==> src/rtl/watch_set_if.sv <==
// Handshake bundle between the watch-setting controller and the board/watch.
//   btn_mode, btn_up : raw push buttons, active-high, asynchronous to clk
//   cur_time         : live BCD time {h_ten,h_one,m_ten,m_one,s_ten,s_one}
//   run_en           : watch count enable
//   load, load_time  : one-cycle write-back strobe and BCD time to load
//   blank_mask       : per-digit blank request, bit 5 = h_ten .. bit 0 = s_one
//   mode             : 00 RUN, 01 SET_HOUR, 10 SET_MIN, 11 SET_SEC
// master = board/watch side, slave = controller side.
interface watch_set_if;
  logic        btn_mode;
  logic        btn_up;
  logic [23:0] cur_time;
  logic        run_en;
  logic        load;
  logic [23:0] load_time;
  logic [5:0]  blank_mask;
  logic [1:0]  mode;

  modport master (
    output btn_mode, btn_up, cur_time,
    input  run_en, load, load_time, blank_mask, mode
  );

  modport slave (
    input  btn_mode, btn_up, cur_time,
    output run_en, load, load_time, blank_mask, mode
  );
endinterface

==> src/rtl/watch_set_ctrl.sv <==
// Button-driven time-setting controller for the 24-hour watch counter.
// Debounces the mode/up buttons, steps RUN -> SET_HOUR -> SET_MIN -> SET_SEC
// -> RUN, edits a captured copy of the time while the watch is frozen, and
// writes it back with a one-cycle load strobe. Idle set modes time out.
// Ports:
//   clk  : 1 kHz system clock
//   rst  : asynchronous, active-high reset
//   bus  : watch_set_if.slave (buttons, cur_time in; run_en, load,
//          load_time, blank_mask, mode out)
// Optional feature: define WATCH_SET_BLINK_EN to blink the edited field via
// blank_mask; without it blank_mask is constant 0.
module watch_set_ctrl #(
  parameter int unsigned DEBOUNCE_MS = 20,
  parameter int unsigned BLINK_HALF  = 250,
  parameter int unsigned TIMEOUT_MS  = 30000
) (
  input  logic        clk,
  input  logic        rst,
  watch_set_if.slave  bus
);

  localparam int unsigned DB_W = (DEBOUNCE_MS > 1) ? $clog2(DEBOUNCE_MS) : 1;
  localparam int unsigned TO_W = (TIMEOUT_MS > 1) ? $clog2(TIMEOUT_MS) : 1;

  typedef enum logic [1:0] {
    S_RUN  = 2'b00,
    S_HOUR = 2'b01,
    S_MIN  = 2'b10,
    S_SEC  = 2'b11
  } state_t;

  state_t          state;
  logic            run_en_q;
  logic            load_q;
  logic [23:0]     edit_q;
  logic [TO_W-1:0] to_cnt;

  logic [1:0]      raw_c;
  logic [1:0]      sync1_q;
  logic [1:0]      sync2_q;
  logic [1:0]      level_q;
  logic [1:0]      press_q;
  logic [DB_W-1:0] db_cnt_q [2];

  logic            mode_p;
  logic            up_p;
  logic            timeout_c;

  // Hours +1 on a BCD pair; anything at or past 23 wraps to 00.
  function automatic logic [7:0] inc_hour(input logic [7:0] v);
    if (v[7:4] > 4'd2 || (v[7:4] == 4'd2 && v[3:0] >= 4'd3))
      inc_hour = 8'h00;
    else if (v[3:0] >= 4'd9)
      inc_hour = {v[7:4] + 4'd1, 4'd0};
    else
      inc_hour = {v[7:4], v[3:0] + 4'd1};
  endfunction

  // Minutes/seconds +1 on a BCD pair; anything at or past 59 wraps to 00.
  function automatic logic [7:0] inc_sexa(input logic [7:0] v);
    if (v[7:4] > 4'd5 || (v[7:4] == 4'd5 && v[3:0] >= 4'd9))
      inc_sexa = 8'h00;
    else if (v[3:0] >= 4'd9)
      inc_sexa = {v[7:4] + 4'd1, 4'd0};
    else
      inc_sexa = {v[7:4], v[3:0] + 4'd1};
  endfunction

  // Bit 0 = mode button, bit 1 = up button.
  assign raw_c = {bus.btn_up, bus.btn_mode};

  // Synchronizer + stable-count debounce; press pulse on accepted rising level.
  always_ff @(posedge clk or posedge rst) begin
    if (rst) begin
      sync1_q <= '0;
      sync2_q <= '0;
      level_q <= '0;
      press_q <= '0;
      for (int i = 0; i < 2; i++) db_cnt_q[i] <= '0;
    end else begin
      sync1_q <= raw_c;
      sync2_q <= sync1_q;
      press_q <= '0;
      for (int i = 0; i < 2; i++) begin
        if (sync2_q[i] == level_q[i]) begin
          db_cnt_q[i] <= '0;
        end else if (db_cnt_q[i] == DB_W'(DEBOUNCE_MS - 1)) begin
          db_cnt_q[i] <= '0;
          level_q[i]  <= sync2_q[i];
          press_q[i]  <= sync2_q[i];
        end else begin
          db_cnt_q[i] <= db_cnt_q[i] + DB_W'(1);
        end
      end
    end
  end

  assign mode_p = press_q[0];
  assign up_p   = press_q[1];

  // Idle exit: only when no press arrives in the terminal-count cycle.
  assign timeout_c = (state != S_RUN) && !mode_p && !up_p &&
                     (to_cnt == TO_W'(TIMEOUT_MS - 1));

  // Mode FSM with edit register, timeout counter and registered outputs.
  always_ff @(posedge clk or posedge rst) begin
    if (rst) begin
      state    <= S_RUN;
      run_en_q <= 1'b1;
      load_q   <= 1'b0;
      edit_q   <= '0;
      to_cnt   <= '0;
    end else begin
      load_q <= 1'b0;
      if (state == S_RUN) begin
        to_cnt <= '0;
        if (mode_p) begin
          edit_q   <= bus.cur_time;
          state    <= S_HOUR;
          run_en_q <= 1'b0;
        end
      end else if (mode_p) begin
        // Mode wins over a coincident up press.
        to_cnt <= '0;
        case (state)
          S_HOUR:  state <= S_MIN;
          S_MIN:   state <= S_SEC;
          default: begin
            state    <= S_RUN;
            run_en_q <= 1'b1;
            load_q   <= 1'b1;
          end
        endcase
      end else if (up_p) begin
        to_cnt <= '0;
        case (state)
          S_HOUR:  edit_q[23:16] <= inc_hour(edit_q[23:16]);
          S_MIN:   edit_q[15:8]  <= inc_sexa(edit_q[15:8]);
          default: edit_q[7:0]   <= inc_sexa(edit_q[7:0]);
        endcase
      end else if (timeout_c) begin
        // Abandon the edit; the watch resumes from its frozen value.
        state    <= S_RUN;
        run_en_q <= 1'b1;
        to_cnt   <= '0;
      end else begin
        to_cnt <= to_cnt + TO_W'(1);
      end
    end
  end

  assign bus.run_en    = run_en_q;
  assign bus.load      = load_q;
  assign bus.load_time = edit_q;
  assign bus.mode      = state;

`ifdef WATCH_SET_BLINK_EN
  localparam int unsigned BL_W = (BLINK_HALF > 1) ? $clog2(BLINK_HALF) : 1;

  logic [BL_W-1:0] blink_cnt;
  logic            blink_ph;
  logic [5:0]      blank_q;
  logic [5:0]      field_c;

  // Digits of the field being edited.
  always_comb begin
    field_c = 6'b000000;
    case (state)
      S_HOUR:  field_c = 6'b110000;
      S_MIN:   field_c = 6'b001100;
      S_SEC:   field_c = 6'b000011;
      default: field_c = 6'b000000;
    endcase
  end

  // Every mode press and timeout changes state, so both restart the blink
  // visible; the mask is built from the post-edge phase so it never lags.
  always_ff @(posedge clk or posedge rst) begin
    if (rst) begin
      blink_cnt <= '0;
      blink_ph  <= 1'b0;
      blank_q   <= '0;
    end else if (mode_p || up_p || timeout_c) begin
      blink_cnt <= '0;
      blink_ph  <= 1'b0;
      blank_q   <= '0;
    end else if (blink_cnt == BL_W'(BLINK_HALF - 1)) begin
      blink_cnt <= '0;
      blink_ph  <= ~blink_ph;
      blank_q   <= blink_ph ? 6'b000000 : field_c;
    end else begin
      blink_cnt <= blink_cnt + BL_W'(1);
      blank_q   <= blink_ph ? field_c : 6'b000000;
    end
  end

  assign bus.blank_mask = blank_q;
`else
  // Blink logic compiled out: every digit stays lit.
  assign bus.blank_mask = 6'(BLINK_HALF) & 6'b000000;
`endif

endmodule

==> src/flat_wrapper.sv <==
// flat-port wrapper written by rule: the top's interface ports become plain ports
module watch_set_ctrl_flat 
#(
  parameter int unsigned DEBOUNCE_MS = 20,
  parameter int unsigned BLINK_HALF  = 250,
  parameter int unsigned TIMEOUT_MS  = 30000
)
  (clk, rst, bus_btn_mode, bus_btn_up, bus_cur_time, bus_run_en, bus_load, bus_load_time, bus_blank_mask, bus_mode);
  watch_set_if bus_i ();
  input  logic clk;
  input  logic rst;
  input wire logic [$bits(bus_i.btn_mode)-1:0] bus_btn_mode;
  input wire logic [$bits(bus_i.btn_up)-1:0] bus_btn_up;
  input wire logic [$bits(bus_i.cur_time)-1:0] bus_cur_time;
  output wire logic [$bits(bus_i.run_en)-1:0] bus_run_en;
  output wire logic [$bits(bus_i.load)-1:0] bus_load;
  output wire logic [$bits(bus_i.load_time)-1:0] bus_load_time;
  output wire logic [$bits(bus_i.blank_mask)-1:0] bus_blank_mask;
  output wire logic [$bits(bus_i.mode)-1:0] bus_mode;
  assign bus_i.btn_mode = bus_btn_mode;
  assign bus_i.btn_up = bus_btn_up;
  assign bus_i.cur_time = bus_cur_time;
  assign bus_run_en = bus_i.run_en;
  assign bus_load = bus_i.load;
  assign bus_load_time = bus_i.load_time;
  assign bus_blank_mask = bus_i.blank_mask;
  assign bus_mode = bus_i.mode;
  watch_set_ctrl #(.DEBOUNCE_MS(DEBOUNCE_MS), .BLINK_HALF(BLINK_HALF), .TIMEOUT_MS(TIMEOUT_MS)) u_core (.clk(clk), .rst(rst), .bus(bus_i));
endmodule
==> config.mk <==
export PLATFORM = sky130hd
export DESIGN_NAME = watch_set_ctrl_flat
export DESIGN_NICKNAME = d
export VERILOG_FILES = /design/src/rtl/watch_set_if.sv /design/src/rtl/watch_set_ctrl.sv /design/src/flat_wrapper.sv
export SDC_FILE = /design/constraint.sdc
export NUM_CORES = 1
export LEC_CHECK = 0
export BUFFER_PORTS_ARGS = -buffer_cell sky130_fd_sc_hd__clkbuf_2
export CAP_MARGIN = 0
export CORE_MARGIN = 2
export CORE_UTILIZATION = 40
export CTS_BUF_LIST = sky130_fd_sc_hd__clkbuf_8 sky130_fd_sc_hd__clkbuf_16
export CTS_CLUSTER_DIAMETER = 200
export CTS_CLUSTER_SIZE = 40
export DETAILED_ROUTE_END_ITERATION = 8
export RECOVER_POWER = 50
export SLEW_MARGIN = 30
export SYNTH_ARGS = -nofsm -noshare
export SYNTH_HDL_FRONTEND = slang
export SYNTH_SLANG_ARGS = --single-unit
==> constraint.sdc <==
create_clock -name clk -period 2.2 [get_ports clk]
set_clock_uncertainty 0.1 [all_clocks]
set_input_delay 0.22 -clock clk [delete_from_list [all_inputs] [get_ports clk]]
set_output_delay 0.22 -clock clk [all_outputs]
set_load 0.005 [all_outputs]
Yosys cells after proc, flatten, opt, wreduce, memory -nomap -nowiden
Index checks and enable logic that the tools add are counted.
{ "classes": {"addsub": 9, "order_cmp": 7, "n_eq_ne": 15, "muxes": 40, "n_bitwise": 2, "reduce_logical": 31} }
{ "ops": {"columns": ["cell", "count"], "rows": [
  ["$mux W24", 4],
  ["$mux W8", 9],
  ["$mux W15", 4],
  ["$add A4 B1 Y4 const B", 6],
  ["$mux W5", 4],
  ["$reduce_and A4 Y1", 4],
  ["$add A15 B1 Y15 const B", 1],
  ["$eq A15 B15 Y1 const B", 1],
  ["$reduce_and A5 Y1", 3],
  ["$mux W1", 13],
  ["$ge A4 B4 Y1 const B", 3],
  ["$add A5 B1 Y5 const B", 2],
  ["$eq A5 B5 Y1 const B", 2],
  ["$mux W2", 5],
  ["$reduce_bool A2 Y1", 5],
  ["$reduce_bool A3 Y1", 3],
  ["$eq A4 B3 Y1 const B", 2],
  ["$gt A4 B3 Y1 const B", 2],
  ["$logic_and A1 B1 Y1", 6],
  ["$eq A4 B2 Y1 const B", 1],
  ["$ge A4 B2 Y1 const B", 1],
  ["$gt A4 B2 Y1 const B", 1],
  ["$ne A2 B1 Y1 const B", 2],
  ["$ne A2 B2 Y1 const B", 2],
  ["other kinds (12)", 18]
]} }
{ "word_totals": {"register_bits": 61, "in_bits": 28, "output_inout_bits": 34, "word_cells": 121} }

Longest topological paths before layout
Gate-level depths: netlist of run 1.
{ "depth": {"depth_word": 8, "ltp_mapped": 8, "ltp_nobuf": 6} }

Worst setup path after synthesis of run 1
No wires, ideal clock.
{ "synth_path": {"path_type": "reg2reg", "from": "reg u_core.edit_q[1], in the netlist u_core.bus.load_time[1]", "to": "reg u_core.edit_q[2], in the netlist u_core.bus.load_time[2]", "setup_ns": 0.066, "arrival_ns": 2.194, "required_ns": 2.034, "setup_slack_ns": -0.160, "stages_incl_launch_ff": 7, "period_less_slack_ns": 2.360, "cell_sequence": "dfrtp_1 inv_1 ha_1 or3b_2 a2111oi_0 a32o_1 a22o_1"} }
{ "synth_between": {"elab_chain_cells": 8} }
{ "synth_rtl": {"columns": ["element", "line", "text"], "rows": [
  ["start, declared", "watch_set_ctrl.sv:35", "logic [23:0] edit_q;"],
  ["start signal, assigned", "watch_set_ctrl.sv:118", "edit_q <= bus.cur_time;"],
  ["start signal, assigned", "watch_set_ctrl.sv:139", "default: edit_q[7:0] <= inc_sexa(edit_q[7:0]);"],
  ["$ge A4 B4 Y1", "watch_set_ctrl.sv:61, watch_set_ctrl.sv:63", null],
  ["$logic_and A1 B1 Y1", "watch_set_ctrl.sv:61", "if (v[7:4] > 4'd5 || (v[7:4] == 4'd5 && v[3:0] >= 4'd9))"],
  ["$logic_or A1 B1 Y1", "watch_set_ctrl.sv:61", null],
  ["$mux W8 (*)", "watch_set_ctrl.sv:61", null],
  ["$mux W8 (*)", "watch_set_ctrl.sv:136", "case (state)"],
  ["$mux W24 (*)", "watch_set_ctrl.sv:134", "end else if (up_p) begin"],
  ["$mux W24 (*)", "watch_set_ctrl.sv:122", "end else if (mode_p) begin"],
  ["$mux W24 (*)", "watch_set_ctrl.sv:115", "if (state == S_RUN) begin"]
]} }
Mark *: on every way between the ends. The rest lies on a longest branch, timed or not. The select of a mux whose other input is x is not followed.
A chain may end at the register's enable or synchronous reset.

Worst setup path after layout of run 1
{ "layout_path": {"from": "reg u_core.to_cnt[9]", "to": "reg u_core.state[0], in the netlist u_core.bus.mode[0]"} }
{ "layout_between": {"elab_chain_cells": 4} }
{ "layout_rtl": {"columns": ["element", "line", "text"], "rows": [
  ["start, declared", "watch_set_ctrl.sv:36", "logic [TO_W-1:0] to_cnt;"],
  ["start signal, assigned", "watch_set_ctrl.sv:147", "to_cnt <= to_cnt + TO_W'(1);"],
  ["$eq A15 B15 Y1", "watch_set_ctrl.sv:103", "(to_cnt == TO_W'(TIMEOUT_MS - 1));"],
  ["$logic_and A1 B1 Y1", "watch_set_ctrl.sv:102", "assign timeout_c = (state != S_RUN) && !mode_p && !up_p &&"],
  ["$reduce_bool A2 Y1 (no source line)", null, null],
  ["$reduce_and A3 Y1 (no source line)", null, null],
  ["end signal, assigned", "watch_set_ctrl.sv:108", "state <= S_RUN;"],
  ["end signal, assigned", "watch_set_ctrl.sv:119", "state <= S_HOUR;"],
  ["end signal, assigned", "watch_set_ctrl.sv:126", "S_HOUR: state <= S_MIN;"],
  ["end, declared", "watch_set_ctrl.sv:32", "state_t state;"]
]} }
No other way between the ends.

==> metrics.yaml, run 1 <==
status:
  status: "finished clean"
power_and_ir_drop:
  p_seq_share_pct: 52.7
  ir_worst_vdd_mv: 0.3552
  p_sw_share_pct: 22.52
  p_sw_w: 0.0004884
  power.leakage_nw: 1.989
  power_density_mw_per_mm2: 516.5
  combPwrFrac_pct: 4.1
  p_int_w: 0.001680
  clkPwrFrac_pct: 43.2
yosys:
  ys_ff_latch: 61
  synth_cell_types: 58
  yosys_warnings: 0
  synthesis.instances: 337
  syn-cell-area_mm2: 0.003371
  synth_flop_cell: "dfrtp_1"
  synth_edf_count: 0
  avgSynthCellArea_um2: 10.00
  async_reset_ff_share_pct: 100.0
  seq_area_frac_synth_pct: 45.32
final_layout:
  layout.nets: 480
  layout-drive-gt1-share_pct: 29.33
  syn2layout_area_growth_pct: 24.57
  utilization_pct: 51.36
  final_area_mm2: 0.004199
  antennaDiodeCount: 0
route:
  wl_um: 7068
  initialDrtViolationCount: 99
  ant_nets: 0
  num_vias: 2716
  drtPass1Iterations: 7
  wl_per_cell_um: 13.14
  drc: 0
  vias_per_cell: 5.048
worst_setup_path:
  crit_chain: "or4bb_1, or4_4, or4_4, o221a_4"
  cp_data_required_time_ns: 2.33
  crit_type: "flip-flop to flip-flop"
  cp_max_fo: 2
  r2r-start: "u_core.to_cnt[9]"
  crit_start: "u_core.to_cnt[9]"
  max_stage_delay_ns: 0.54
  critPathCaptureType: "flip-flop"
  cpMaxStageDelayCell: "or4_4"
  startpoint_type: "flip-flop"
  cp.arrival_ns: 2.30
  worst_path_most_repeated_cell: "or4_4"
floorplanning:
  dieWidth_um: 95.80
  dieArea_mm2: 0.009177
  io_pins: 62
  die_y_um: 95.80
  core_area_mm2: 0.008175
  rows: 33
  start_util_pct: 41.23
timing:
  period_needed_ns: 2.167
  setup_viol: 0
  relSlewSlack_pct: 46.40
  worst_pin_slew_ns: 0.8031
  period_share_pct: 98.50
  rsz0062_at_grt: "yes"
  clock.fmax_mhz: 461.5
  report.final.hold_viol_count: 0
  report.final.slew_viol_count: 0
placement:
  io_buffer_count: 55
  place_area_mm2: 0.003936
  detailed_place_hpwl_um: 5225
  routabilityCongestion: 0.8359
global_routing:
  grt_pass1_vias: 2607
  gr-usage-all-layers_pct: 16.92
  gr-total-overflow: 0
  grt_pass1_wl_um: 11970
  antenna_found_initial: 0
  grt_max_degree: 43
clock_tree:
  clock_sinks: 61
  h-tree-depth: 3
  clk_latency_ns: 0.34
  root_buffer: "clkbuf_8"
  cts.clk_slew.worst_paths_ns: 0.06
  clock_path_buffers: 2
  cts_tree: "yes"
  cts_made_buffers: 9
job:
  cap_violations: 0
worst_hold_path:
  hold_class: "input port to flip-flop"
  hp-start: "bus_cur_time[20]"
-- state kept, by name (all words and copies together) (netlist names) --
| register | flops |
|---|---|
| u_core.db_cnt_q | 10 |
| u_core.press_q | 2 |
| u_core.sync1_q | 2 |
| u_core.sync2_q | 2 |
| u_core.bus.load_time | 24 |
| u_core.bus.mode | 2 |
| u_core.to_cnt | 15 |
| u_core.bus.load | 1 |
| u_core.bus.run_en | 1 |
| u_core.level_q | 2 |
-- stage by stage --
stage	instances	hold WS, ns	setup TNS (ns)	worst slack (ns)	power (W)
2_1_floorplan	342	0.1514	0	0.01774	0.001220
3_3_place_gp	514	0.1525	0	0.05584	0.001254
3_5_place_dp	514	0.1486	0	0.004700	0.001256
4_1_cts	532	0.009349	0	0.001471	0.002217
5_1_grt	538	0.02017	-0.03981	-0.02653	0.002279
6_report	538	0.02957	0	0.03292	0.002169
-- worst max-delay path: cells and delay by family (launching register included) --
kind | cells | cell delay [ns]
flops | 1 | 0.37
compound gates | 1 | 0.12
simple gates | 3 | 1.46
-- cell type report --
class,instances,area (µm²)
fillers,763,3976
multi-input cells,239,1715
flip-flops and latches,61,1528
repair buffers,90,540.5
well taps,105,131.4
clock buffers,9,123.9
inverters,28,105.1
clock inverters,6,55.05
-- cells in the mapped netlist (5+ instances only) --
library cell,instances,area [µm²]
dfrtp_1,60,1501
nor2_1,31,116.4
inv_1,28,105.1
nand2_1,26,97.59
ha_1,23,287.8
nand3_1,17,85.08
o21ai_0,13,65.06
a21oi_1,12,60.06
xor2_1,10,87.58
xnor2_1,9,78.83
mux2_2,8,90.09
buf_4,6,45.04
clkbuf_1,6,22.52
nand2b_1,5,31.28
nor3b_1,5,37.54
-- cell families after synthesis --
logic type / count (synthesis) / share of synthesized area, %
AND/OR/NAND/NOR: 114 / 17.56
AO/OA/AOI/OAI: 69 / 15.48
flip-flops: 61 / 45.32
buffers and inverters: 42 / 5.382
adder cells (fa/ha/maj): 23 / 8.538
XOR/XNOR: 19 / 4.937
multiplexers: 8 / 2.673
other: 1 / 0.1113
-- repair_timing --
| action | 4_1_cts | 5_1_grt |
|---|---|---|
| endpoints found under the setup margin | 0 | 16 |
| resized for setup | 0 | 7 |
| endpoints found under the hold margin | 20 | 0 |
| buffers inserted | 0 | 6 |
| hold buffers | 3 | 0 |
-- cells in the final DEF, fill, tap and decap left out, types with 4 or more instances in the layout --
master | netlist | routed
o21ai_0 | 13 | 12
clkbuf_8 | 0 | 9
nand2_1 | 26 | 25
mux2_2 | 8 | 8
nor3b_1 | 5 | 5
clkbuf_2 | 0 | 51
nand3_1 | 17 | 17
a21oi_1 | 12 | 12
inv_1 | 28 | 27
a22o_1 | 4 | 4
nand2b_1 | 5 | 5
dfrtp_1 | 60 | 60
ha_1 | 23 | 22
conb_1 | 1 | 6
nor2_1 | 31 | 30
clkinv_2 | 0 | 5
xnor2_1 | 9 | 9
buf_4 | 6 | 31
xor2_1 | 10 | 10
clkbuf_1 | 6 | 4
-- per-layer routing --
layer	global-route usage, %	up-vias	share of wire (%)
li1	-	1368	-
met1	21.07	1284	46
met2	27.86	52	47
met3	5.325	12	5.0
met4	5.714	0	1.6
met5	0	-	0
-- path summary, 6_finish.rpt --
kind | slack [ns] | cells past startpoint | to
max in group asynchronous | 0.41 | 4 | u_core.to_cnt[10]
max | 0.03 | 4 | u_core.bus.mode[0]
min reg2reg | 0.25 | 0 | u_core.sync2_q[0]
max reg2reg | 0.03 | 4 | u_core.bus.mode[0]
min in group asynchronous | 0.45 | 3 | u_core.db_cnt_q[8]
min | 0.03 | 3 | u_core.bus.load_time[20]
-- power groups by stage --
stage               registers (W)  clock network [W]   logic, W
floorplan                 0.00116                  0  0.0000572
CTS                       0.00114           0.000978  0.0000960
global placement          0.00116                  0  0.0000905
global route              0.00114            0.00103   0.000106
detailed placement        0.00116                  0  0.0000917
finish                    0.00114           0.000936  0.0000894
(Power assumes the default switching activity.)
==> run 2: changes to the inputs <==
--- a/config.mk
+++ b/config.mk
@@ -13,6 +13,7 @@
 export CTS_CLUSTER_DIAMETER = 200
 export CTS_CLUSTER_SIZE = 40
 export DETAILED_ROUTE_END_ITERATION = 8
+export GPL_TIMING_DRIVEN = 0
 export RECOVER_POWER = 50
 export SLEW_MARGIN = 30
 export SYNTH_ARGS = -nofsm -noshare
==> metrics.yaml, run 2 (same netlist as run 1, synthesis figures left out) <==
status:
  status: "complete, but fails checks"
  violations: "negative setup slack"
timing:
  clock.fmax_mhz: 448.9  # -2.7%
  whs_ns: 0.01600  # -0.01357 ns
  period_share_pct: 101.2  # +2.7 points
  fin_ws_ns: -0.02743  # -0.06035 ns
  rsz0062_at_grt: "yes"
  worst_pin_slew_ns: 0.6781  # -0.1249 ns
  relSlewSlack_pct: 54.79  # +8.4 points
  report.final.hold_viol_count: 0  # unchanged
  period_needed_ns: 2.227  # +0.06035 ns
  setup_viol: 4  # +4
  report.final.slew_viol_count: 0  # unchanged
global_routing:
  grt_pass1_wl_um: 12150  # +1.5%
  grt_max_degree: 50  # +16%
  gr-total-overflow: 0  # unchanged
  gr-usage-all-layers_pct: 17.18  # +0.26 points
  antenna_found_initial: 0  # unchanged
  grt_pass1_vias: 2686  # +3.0%
route:
  drc: 0  # unchanged
  vias_per_cell: 5.082  # +0.66%
  initialDrtViolationCount: 68  # -31%
  drtPass1Iterations: 4  # -3
  num_vias: 2739  # +0.85%
  ant_nets: 0  # unchanged
  wl_um: 7173  # +1.5%
  wl_per_cell_um: 13.31  # +1.3%
clock_tree:
  h-tree-depth: 3  # unchanged
  cts.clk_slew.worst_paths_ns: 0.08  # +0.02 ns
  cts_tree: "yes"
  clock_path_buffers: 2  # unchanged
  root_buffer: "clkbuf_8"
  clock_sinks: 61  # unchanged
  clk_latency_ns: 0.34  # about the same
  cts_made_buffers: 9  # unchanged
power_and_ir_drop:
  power_density_mw_per_mm2: 501.7  # -2.9%
  ir_worst_vdd_mv: 0.3284  # -7.6%
  power_w: 0.002140  # -1.3%
  power.leakage_nw: 2.003  # +0.70%
worst_setup_path:
  critPathCaptureType: "flip-flop"
  crit_type: "flip-flop to flip-flop"
  startpoint_type: "flip-flop"
  cp_max_fo: 4  # +2
  cp_data_required_time_ns: 2.33  # about the same
  cp.arrival_ns: 2.36  # +0.06 ns
final_layout:
  layout_common_cells: "dfrtp_1 (59), clkbuf_2 (55), nor2_1 (30)"
  layout.nets: 480  # unchanged
  final_common_cell: "dfrtp_1"
  largest_reg_flops: 24  # unchanged
  syn2layout_area_growth_pct: 26.54
  layout-drive-gt1-share_pct: 32.49  # +3.2 points
  antennaDiodeCount: 0  # unchanged
  fill_cells: 768  # +0.66%
worst_hold_path:
  hold_class: "input port to flip-flop"
placement:
  detailed_place_hpwl_um: 4965  # -5.0%
  io_buffer_count: 55  # unchanged
  routabilityCongestion: 0.8075  # -3.4%
floorplanning:
  dieWidth_um: 95.80  # unchanged
  start_util_pct: 41.23  # unchanged
  io_pins: 62  # unchanged
  dieArea_mm2: 0.009177  # unchanged
  core_area_mm2: 0.008175  # unchanged
  die_y_um: 95.80  # unchanged
  rows: 33  # unchanged
job:
  cap_violations: 0  # unchanged
[run 2: final cells by class]
| cell class | count | area, µm² | area share (%) |
|---|---|---|---|
| inverters | 28 | 106.4 | 2.493 |
| multi-input cells | 239 | 1795 | 42.09 |
| clock buffers | 9 | 123.9 | 2.904 |
| repair buffers | 76 | 439.2 | 10.30 |
| flip-flops and latches | 61 | 1529 | 35.85 |
| plain buffers | 14 | 90.09 | 2.112 |
| clock inverters | 7 | 50.05 | 1.173 |
| well taps | 105 | 131.4 | 3.080 |
[run 2: power by group]
part	total [W]	leakage (nW)	switching, W	internal [W]
Clock	0.000901	0.0937	0.000487	0.000414
Combinational	0.0000971	1.14	0.0000499	0.0000473
Sequential	0.00114	0.766	0.00000899	0.00113
[run 2: layer usage]
| metal | GRT usage, % | vias to the layer above | part of all wire [%] |
|---|---|---|---|
| li1 | - | 1366 | - |
| met1 | 20.84 | 1312 | 46 |
| met2 | 28.96 | 52 | 48 |
| met3 | 4.072 | 9 | 4.2 |
| met4 | 7.738 | 0 | 1.4 |
| met5 | 0 | - | 0 |
[run 2: final timing paths]
check / slack (ns) / to / cells past startpoint / startpoint
worst min register to register: 0.26 / u_core.sync2_q[1] / 0 / u_core.sync1_q[1]
worst max-delay path: -0.03 / u_core.bus.mode[0] / 4 / u_core.to_cnt[11]
max in group asynchronous: 0.58 / u_core.bus.load_time[0] / 4 / rst
min in group asynchronous: 0.32 / u_core.db_cnt_q[3] / 3 / rst
worst max register to register: -0.03 / u_core.bus.mode[0] / 4 / u_core.to_cnt[11]
worst min-delay path: 0.02 / u_core.bus.load_time[20] / 3 / bus_cur_time[20]
[run 2: what timing repair did]
item                                    in CTS  in global routing
pin swaps                                    2                  8
hold buffers                                 3                  0
hold endpoints to repair                    62                  0
cloned                                       0                  0
endpoints found under the setup margin      41                 34
resized for setup                           17                 21
setup buffers                                9                  8
[run 2: critical path, stage by stage (launching register included)]
cell	delay (ns)
dfrtp_1	0.38
or4bb_1	0.51
or4_4	0.57
or4_4	0.44
o221a_4	0.13
[run 2: per-stage QoR]
| stage | cells | util, % | setup slack [ns] | TNS (ns) | cell area, µm² |
|---|---|---|---|---|---|
| final | 539 | 52.17 | -0.02743 | -0.04193 | 4265 |
| after global routing | 539 | 52.17 | -0.08383 | -0.5507 | 4265 |
| after CTS | 531 | 50.90 | -0.02040 | -0.02525 | 4161 |
| after detailed placement | 503 | 46.91 | -0.4750 | -11.82 | 3835 |
| after global placement | 502 | 46.54 | -0.4795 | -39.04 | 3805 |
| after floorplan | 342 | - | 0.01774 | 0 | 3398 |
==> run 3: changes to the inputs <==
--- a/config.mk
+++ b/config.mk
@@ -14,7 +14,9 @@
 export CTS_CLUSTER_SIZE = 40
 export DETAILED_ROUTE_END_ITERATION = 8
 export GPL_TIMING_DRIVEN = 0
+export HOLD_SLACK_MARGIN = 0.02
 export RECOVER_POWER = 50
+export REMOVE_ABC_BUFFERS = 1
 export SLEW_MARGIN = 30
 export SYNTH_ARGS = -nofsm -noshare
 export SYNTH_HDL_FRONTEND = slang
==> metrics.yaml, run 3 (same netlist as run 1, synthesis figures left out) <==
global_routing:
  grt_max_degree: 47  # -6.0%
  antenna_found_initial: 0  # unchanged
  grt_pass1_vias: 2623  # -2.3%
  gr-total-overflow: 0  # unchanged
  gr-usage-all-layers_pct: 16.79  # -0.39 points
  grt_pass1_wl_um: 11980  # -1.4%
final_layout:
  final_cells: 533  # -1.1%
  final_common_cell: "dfrtp_1"
  layout_common_cells: "dfrtp_1 (59), clkbuf_2 (55), nor2_1 (30)"
  syn2layout_area_growth_pct: 27.65
  layout.nets: 474  # -1.3%
  register_area_mm2: 0.001529  # unchanged
  largest_reg_flops: 24  # unchanged
  fill_cells: 766  # -0.26%
  multi_input_area_mm2: 0.001823  # +1.5%
  antennaDiodeCount: 0  # unchanged
  layout-drive-gt1-share_pct: 31.54  # -0.95 points
route:
  routedLengthMet1_um: 3340  # +1.1%
  dr_wl_met3_um: 296  # -2.6%
  wl_met2_um: 3617  # +4.4%
  vias_per_cell: 5.141  # +1.2%
  initialDrtViolationCount: 87  # +28%
  wl_um: 7340  # +2.3%
  maxUsedRoutingLayer: "met4"
  ant_nets: 0  # unchanged
  drtPass1Iterations: 4  # unchanged
  wl_per_cell_um: 13.77  # +3.5%
  drc: 0  # unchanged
  num_vias: 2740  # +0.037%
clock_tree:
  cts.clk_slew.worst_paths_ns: 0.07  # about the same
  clock_sinks: 61  # unchanged
  cts_made_buffers: 9  # unchanged
  root_buffer: "clkbuf_8"
  h-tree-depth: 3  # unchanged
  cts_tree: "yes"
  clock_path_buffers: 2  # unchanged
  clk_latency_ns: 0.33  # about the same
timing:
  rsz0062_at_grt: "yes"
  period_needed_ns: 2.210  # -0.01718 ns
  worst_pin_slew_ns: 0.6898  # +0.01168 ns
  relSlewSlack_pct: 53.76  # -1.0 points
  report.final.slew_viol_count: 0  # unchanged
  report.final.hold_viol_count: 0  # unchanged
  fin_ws_ns: -0.01025  # +0.01718 ns
  period_share_pct: 100.5  # -0.78 points
  setup_viol: 3  # -1
  whs_ns: 0.04100  # +0.02500 ns
  clock.fmax_mhz: 452.4  # +0.78%
placement:
  io_buffer_count: 55  # unchanged
  routabilityCongestion: 0.7961  # -1.4%
  detailed_place_hpwl_um: 4835  # -2.6%
  dp_cells: 489  # -2.8%
power_and_ir_drop:
  power_density_mw_per_mm2: 513.5  # +2.3%
  power.leakage_nw: 2.019  # +0.77%
  combPwrFrac_pct: 4.1  # -0.4 points
  p_sw_w: 0.0004925  # -9.8%
  p_sw_share_pct: 22.29  # -3.2 points
  p_int_w: 0.001717  # +7.7%
  p_seq_share_pct: 51.8  # -1.6 points
  ir_worst_vdd_mv: 0.3512  # +7.0%
  clkPwrFrac_pct: 44.1  # +2.0 points
job:
  cap_violations: 0  # unchanged
floorplanning:
  io_pins: 62  # unchanged
  rows: 33  # unchanged
  core_area_mm2: 0.008175  # unchanged
  dieWidth_um: 95.80  # unchanged
  dieArea_mm2: 0.009177  # unchanged
  start_util_pct: 41.23  # unchanged
  die_y_um: 95.80  # unchanged
worst_setup_path:
  startpoint_type: "flip-flop"
  r2r_cells: 4  # unchanged
  cp.arrival_ns: 2.34  # -0.02 ns
  crit_type: "flip-flop to flip-flop"
  ff2ff_setup_slack_ns: -0.01  # +0.02 ns
  critPathCaptureType: "flip-flop"
  cp_max_fo: 3  # -1
  cp_data_required_time_ns: 2.32  # about the same
worst_hold_path:
  hold_class: "input port to flip-flop"
  holdPathStages: 3  # unchanged
status:
  status: "complete, but fails checks"
  violations: "negative setup slack"
## run 3: cell types whose count changed in the layout (fill, tap and decap cells not counted), sizes merged
cell	delta
buf	-1
bufinv	+1
clkbuf	-4
clkinv	-3
clkinvlp	+1
## run 3: timing repair
item,4_1_cts,5_1_grt
gates resized for setup,13,17
pin swaps,4,12
hold buffers,3,0
setup buffers,14,11
endpoints found under the setup margin,40,28
cloned,0,0
endpoints found under the hold margin,62,0
## run 3: critical path, stage by stage, from the launching register on
cell and delay [ns]:
dfrtp_1 0.38, or4bb_1 0.49, or4_4 0.57, or4_4 0.44, o221a_4 0.12
## run 3: metrics by stage
stage / area [µm²] / power, W / utilization (%) / setup slack, ns / setup TNS (ns)
floorplan: 3313 / 0.001212 / - / -0.8571 / -9.388
global placement: 3720 / 0.001249 / 45.50 / -1.520 / -54.42
detailed placement: 3754 / 0.001258 / 45.91 / -0.7826 / -11.49
CTS: 4148 / 0.002244 / 50.73 / -0.005670 / -0.005670
global route: 4303 / 0.002305 / 52.63 / -0.06409 / -0.3847
finish: 4303 / 0.002210 / 52.63 / -0.01025 / -0.01636
## run 3: final cells by class
| type | count | share of cell area, % |
|---|---|---|
| clock buffer | 10 | 3.199 |
| clock inverter | 6 | 1.279 |
| inverter | 28 | 2.472 |
| multi-input combinational | 239 | 42.37 |
| sequential | 61 | 35.53 |
| tap | 105 | 3.053 |
| timing repair buffer | 84 | 12.10 |
## run 3: power groups by stage
stage                     clock network (W)  registers (W)  logic (W)
after global routing                0.00105        0.00114   0.000105
final                              0.000975        0.00114  0.0000907
after CTS                           0.00100        0.00114  0.0000977
after global placement                    0        0.00116  0.0000848
after floorplan                           0        0.00116  0.0000494
after detailed placement                  0        0.00116  0.0000931
## run 3: layer usage
layer,vias to the layer above,GRT usage [%]
li1,1348,-
met1,1336,20.84
met2,46,29.20
met3,10,3.994
met4,0,4.643
met5,-,0
## run 3: worst paths after layout
path | startpoint | to
worst max-delay path | u_core.to_cnt[11] | u_core.bus.mode[0]
worst min-delay path | bus_cur_time[21] | u_core.bus.load_time[21]
worst max register to register | u_core.to_cnt[11] | u_core.bus.mode[0]
worst min register to register | u_core.sync1_q[0] | u_core.sync2_q[0]
max in group asynchronous | rst | u_core.bus.load_time[8]
min in group asynchronous | rst | u_core.sync1_q[0]
